===== config.mk =====
export PLATFORM = sky130hd
export DESIGN_NAME = mux_8x1_select_sequencer
export DESIGN_NICKNAME = d
export VERILOG_FILES = /design/src/rtl/mux_8x1_select_sequencer.sv
export SDC_FILE = /design/constraint.sdc
export NUM_CORES = 1
export LEC_CHECK = 0
export ABC_AREA = 0
export ABC_CLOCK_PERIOD_IN_PS = 2100
export BUFFER_PORTS_ARGS = -buffer_cell sky130_fd_sc_hd__buf_4
export CORE_AREA = 2 2 57 59
export DETAILED_ROUTE_END_ITERATION = 16
export DIE_AREA = 0 0 59 61
export PLACE_DENSITY_LB_ADDON = 0.05
export RECOVER_POWER = 25
export SLEW_MARGIN = 20
export SYNTH_ARGS = -nofsm -noshare
export SYNTH_HDL_FRONTEND = slang
export SYNTH_SLANG_ARGS = --single-unit

===== constraint.sdc =====
create_clock -name clk -period 2.1 [get_ports clk]
set_input_delay 0.42 -clock clk [delete_from_list [all_inputs] [get_ports clk]]
set_output_delay 0.42 -clock clk [all_outputs]
set_load 0.02 [all_outputs]

===== src/rtl/mux_8x1_select_sequencer.sv =====
// rtl/mux_8x1_select_sequencer.sv - byte-in, select-stepping driver that turns an 8x1 mux into a serialiser
module mux_8x1_select_sequencer #(
  parameter int DIV       = 1,
  parameter bit MSB_FIRST = 1'b0
) (
  input  logic       clk,
  input  logic       rst,
  input  logic [7:0] din,
  input  logic       in_valid,
  output logic       in_ready,
  output logic       D0,
  output logic       D1,
  output logic       D2,
  output logic       D3,
  output logic       D4,
  output logic       D5,
  output logic       D6,
  output logic       D7,
  output logic       S0,
  output logic       S1,
  output logic       S2,
  output logic       bit_valid,
  output logic       bit_strobe,
  output logic       done
);

  localparam int              DW        = (DIV > 1) ? $clog2(DIV) : 1;
  localparam logic [DW-1:0]   DIV_LAST  = DW'(DIV - 1);
  localparam logic [2:0]      FIRST_IDX = MSB_FIRST ? 3'd7 : 3'd0;

  typedef enum logic {ST_IDLE, ST_SHIFT} state_t;

  state_t        r_state;
  logic [7:0]    r_data;
  logic [2:0]    r_idx;
  logic [2:0]    r_bitcnt;
  logic [DW-1:0] r_divcnt;
  logic          r_bit_valid;
  logic          r_bit_strobe;
  logic          r_done;

  logic [2:0]    w_next_idx;
  logic          w_last_tick;

  assign w_next_idx  = MSB_FIRST ? (r_idx - 3'd1) : (r_idx + 3'd1);
  assign w_last_tick = (r_divcnt == DIV_LAST);

  always_ff @(posedge clk) begin
    if (rst) begin
      r_state      <= ST_IDLE;
      r_data       <= 8'd0;
      r_idx        <= 3'd0;
      r_bitcnt     <= 3'd0;
      r_divcnt     <= '0;
      r_bit_valid  <= 1'b0;
      r_bit_strobe <= 1'b0;
      r_done       <= 1'b0;
    end else begin
      r_bit_strobe <= 1'b0;
      r_done       <= 1'b0;
      case (r_state)
        ST_IDLE: begin
          if (in_valid) begin
            r_data       <= din;
            r_idx        <= FIRST_IDX;
            r_bitcnt     <= 3'd0;
            r_divcnt     <= '0;
            r_state      <= ST_SHIFT;
            r_bit_valid  <= 1'b1;
            r_bit_strobe <= 1'b1;
          end
        end
        ST_SHIFT: begin
          if (w_last_tick) begin
            r_divcnt <= '0;
            if (r_bitcnt == 3'd7) begin
              // Select returns to 000 in idle; data stays on D0..D7.
              r_state     <= ST_IDLE;
              r_idx       <= 3'd0;
              r_bitcnt    <= 3'd0;
              r_bit_valid <= 1'b0;
              r_done      <= 1'b1;
            end else begin
              r_idx        <= w_next_idx;
              r_bitcnt     <= r_bitcnt + 3'd1;
              r_bit_strobe <= 1'b1;
            end
          end else begin
            r_divcnt <= r_divcnt + 1'b1;
          end
        end
        default: r_state <= ST_IDLE;
      endcase
    end
  end

  assign in_ready   = (r_state == ST_IDLE) && !rst;
  assign {D7, D6, D5, D4, D3, D2, D1, D0} = r_data;
  assign {S2, S1, S0} = r_idx;
  assign bit_valid  = r_bit_valid;
  assign bit_strobe = r_bit_strobe;
  assign done       = r_done;

endmodule


==> load_flow_metrics.sql <==
INSERT INTO impl_metrics (metric_group, metric, value, unit) VALUES
('clock_tree', 'cts.hold.buffers_added', '0', ''),
('place', 'placed_cell_area', '922', 'µm²'),
('clock_tree', 'cts_repair_resize_count', '0', ''),
('sta', 'final_slew_viol_count', '0', ''),
('detailed_routing', 'routed_via_density', '4.20', ''),
('critical_path', 'timing_worst_setup_path_type', 'flop to output pin', ''),
('floorplan', 'initial_core_utilization', '0.246', ''),
('critical_path', 'critical_path.max_fanout', '14', ''),
('floorplan', 'core_area', '2950', 'µm²'),
('place', 'dp_hpwl', '1060', 'µm'),
('critical_path', 'crit_path_end_kind', 'output pin', ''),
('critical_path', 'cp.required', '1.68', 'ns'),
('sta', 'grt_setup_unrepaired', 'no', ''),
('worst_hold_path', 'min-delay-path-class', 'primary input to flop', ''),
('final_layout', 'num-nets-final', '117', ''),
('sta', 'final.period_utilization', '0.753', ''),
('logic_synthesis', 'synthDistinctLibCells', '20', ''),
('clock_tree', 'cts.sink_count', '17', ''),
('critical_path', 'setup.worst_path.start_class', 'flop', ''),
('place', 'post-place-ws', '0.766', 'ns'),
('sta', 'max_slew.worst_pin.slew', '0.437', 'ns'),
('sta', 'setup_slack_of_the_critical_path_after_layout', '0.519', 'ns'),
('worst_hold_path', 'min-delay-start', 'din[3]', ''),
('floorplan', 'placement_rows', '20', ''),
('clock_tree', 'cts-htree-levels', '1', ''),
('clock_tree', 'clk_transition_reported_paths', '0.10', 'ns'),
('floorplan', 'die_height', '61', 'µm'),
('floorplan', 'io-pin-count', '26', ''),
('logic_synthesis', 'synthesis.yosys.warnings', '0', ''),
('detailed_routing', 'dr.first_iter.drc_count', '12', ''),
('global_routing', 'antenna_found_initial', '0', ''),
('flow_run', 'drv_cap', '0', ''),
('final_layout', 'final_area', '935', 'µm²'),
('sta', 'setup_viol', '0', ''),
('detailed_routing', 'finalWirelength', '1510', 'µm'),
('logic_synthesis', 'synth.avg_cell_area', '9.44', 'µm²'),
('clock_tree', 'clockRootBuffer', 'clkbuf_4', ''),
('logic_synthesis', 'syn-instance-count', '77', ''),
('sta', 'max_freq', '633', 'MHz'),
('detailed_routing', 'detailedRoute.firstPassIterationCount', '3', ''),
('logic_synthesis', 'synth_seq_area_share', '0.468', ''),
('clock_tree', 'cts_bufs_inserted', '3', ''),
('floorplan', 'die_area', '3600', 'µm²'),
('global_routing', 'gr-usage-all-layers', '0.0888', ''),
('place', 'gp_routability_congestion', '0.645', ''),
('outcome', 'status', 'complete, no violations', ''),
('critical_path', 'critical_path.startpoint', 'bit_strobe$_SDFF_PP0_', ''),
('detailed_routing', 'detail_route.drc_violations', '0', ''),
('global_routing', 'grt_pass1_wl', '2310', 'µm'),
('power_and_ir_drop', 'power.share.combinational', '0.164', ''),
('final_layout', 'n_antenna_cell', '0', ''),
('logic_synthesis', 'ys_seq_elements', '17', ''),
('sta', 'fin_worst_skew', '0.00155', 'ns'),
('power_and_ir_drop', 'cell_internal_pwr', '0.454', 'mW'),
('global_routing', 'grt_max_degree', '19', ''),
('critical_path', 'timing.rr.start', 'bit_strobe$_SDFF_PP0_', ''),
('power_and_ir_drop', 'power.switching', '0.179', 'mW'),
('clock_tree', 'post-cts-setup-buffer-count', '0', ''),
('place', 'place.port_buffers', '25', ''),
('sta', 'final_period_minus_worst_setup_slack', '1.58', 'ns'),
('power_and_ir_drop', 'seq_power_share', '0.554', ''),
('detailed_routing', 'wl_per_cell', '11.3', 'µm'),
('critical_path', 'timing.critical_path.arrival', '1.16', 'ns'),
('power_and_ir_drop', 'clkPwrFrac', '0.282', ''),
('power_and_ir_drop', 'vdd.ir_drop.worst', '0.419', 'mV'),
('global_routing', 'grt-ovfl-total', '0', ''),
('global_routing', 'first_global_vias', '503', ''),
('sta', 'hold_violations', '0', ''),
('floorplan', 'die_x', '59', 'µm'),
('sta', 'timing.max_slew.rel_slack', '0.708', ''),
('sta', 'total_negative_slack', '0', 'ns'),
('power_and_ir_drop', 'switching_share_of_power', '0.282', ''),
('power_and_ir_drop', 'power_per_cell_area', '677', 'nW/µm²'),
('final_layout', 'drive_gt1_frac', '0.396', ''),
('detailed_routing', 'antenna_violating_nets_post_route', '0', ''),
('clock_tree', 'source_to_sink_clock_delay_at_the_later_pin_of_the_worst_skew_pair', '0.29', 'ns'),
('detailed_routing', 'num_vias', '563', ''),
('final_layout', 'fill_cells', '323', ''),
('final_layout', 'synthToLayoutAreaGrowth', '28.6', '%'),
('clock_tree', 'cts_tree', 'yes', ''),
('clock_tree', 'clock_path_buffers', '2', ''),
('power_and_ir_drop', 'static-leakage-power', '0.397', 'nW'),
('logic_synthesis', 'post_synth_design_cell_area', '727', 'µm²'),
('logic_synthesis', 'postSynthNetCount', '92', '');
==> through the flow <==
step / total power, mW / hold slack [ns] / std cells / utilization
global placement: 0.467 / 0.459 / 130 / 0.312
finish: 0.633 / 0.359 / 134 / 0.317
floorplan: 0.424 / 0.495 / 77 / -
detailed placement: 0.467 / 0.459 / 130 / 0.312
global route: 0.669 / 0.340 / 134 / 0.317
CTS: 0.651 / 0.346 / 134 / 0.322
==> path summary, 6_finish.rpt <==
path	end	slack, ns	depth (start not counted)
setup reg to reg	bit_valid$_SDFFE_PP0P_	0.77	3
hold / removal	r_data[3]$_SDFFE_PP0P_	0.36	3
hold reg to reg	r_data[4]$_SDFFE_PP0P_	0.47	2
setup / recovery	in_ready	0.52	2
==> Yosys cell counts (all sizes together) <==
library cell  number  area share
nand2             17        0.10
a21oi             13        0.13
o21ai              1      0.0069
and2b              1       0.010
dfxtp             17        0.47
buf                5       0.046
a211oi             1       0.010
nor3b              4       0.048
nor2               9       0.050
nand3b             1       0.010
mux2i              2       0.028
nor2b              1      0.0086
nand2b             1      0.0086
ha                 4       0.069
==> critical path, cell delays in order (launching register included) <==
cell and delay (ns):
dfxtp_1 0.60, nor2_1 0.10, buf_4 0.17
==> layout by cell type (no fill, tap or decap) <==
master / count
buf_4: 21
dfxtp_1: 17
nand2_1: 12
nor2_1: 8
a21oi_2: 8
nand2_2: 5
a21oi_1: 5
ha_1: 4
clkbuf_1: 4
nor3b_1: 3
clkbuf_4: 3
mux2i_1: 2
and2b_1: 1
nand2b_1: 1
nor2b_1: 1
nor2_2: 1
a211oi_1: 1
nand3b_1: 1
nor3b_2: 1
o21ai_1: 1
clkinv_2: 1
==> logic make-up (layout without fill, tap and decap cells) <==
group	count (synthesis)	in the layout	synth area share
compound gates	15	15	0.148
flops	17	17	0.468
buf+inv	5	29	0.0465
mux	2	2	0.0275
fa+ha+maj	4	4	0.0688
simple gates	34	34	0.241
==> sequential cells by signal, indices dropped and copies added, names as in the netlist <==
name / cells
r_bitcnt: 3
bit_strobe: 1
done: 1
r_data: 8
bit_valid: 1
r_idx: 3
==> layer usage <==
layer | GRT usage | vias to the layer above | wire (µm)
met5 | 0 | - | 0
li1 | - | 299 | -
met1 | 0.115 | 245 | 737
met3 | 0.0405 | 2 | 101
met4 | 0.0292 | 0 | 18
met2 | 0.132 | 17 | 650
==> layout make-up <==
class / instances / area [µm²] / share of cell area
Multi-Input combinational cell: 55 / 353 / 0.378
Clock inverter: 1 / 5.00 / 0.00535
Timing Repair Buffer: 25 / 173 / 0.185
Sequential cell: 17 / 340 / 0.364
Tap cell: 33 / 41.3 / 0.0442
Clock buffer: 3 / 22.5 / 0.0241
==> power by group through the flow <==
stage	clock (mW)	combinational, mW	sequential, mW
6_report	0.179	0.104	0.351
5_1_grt	0.202	0.113	0.354
4_1_cts	0.191	0.109	0.351
3_5_place_dp	0	0.109	0.358
3_3_place_gp	0	0.109	0.358
2_1_floorplan	0	0.0535	0.370
Power figures use the tool's default switching activity.
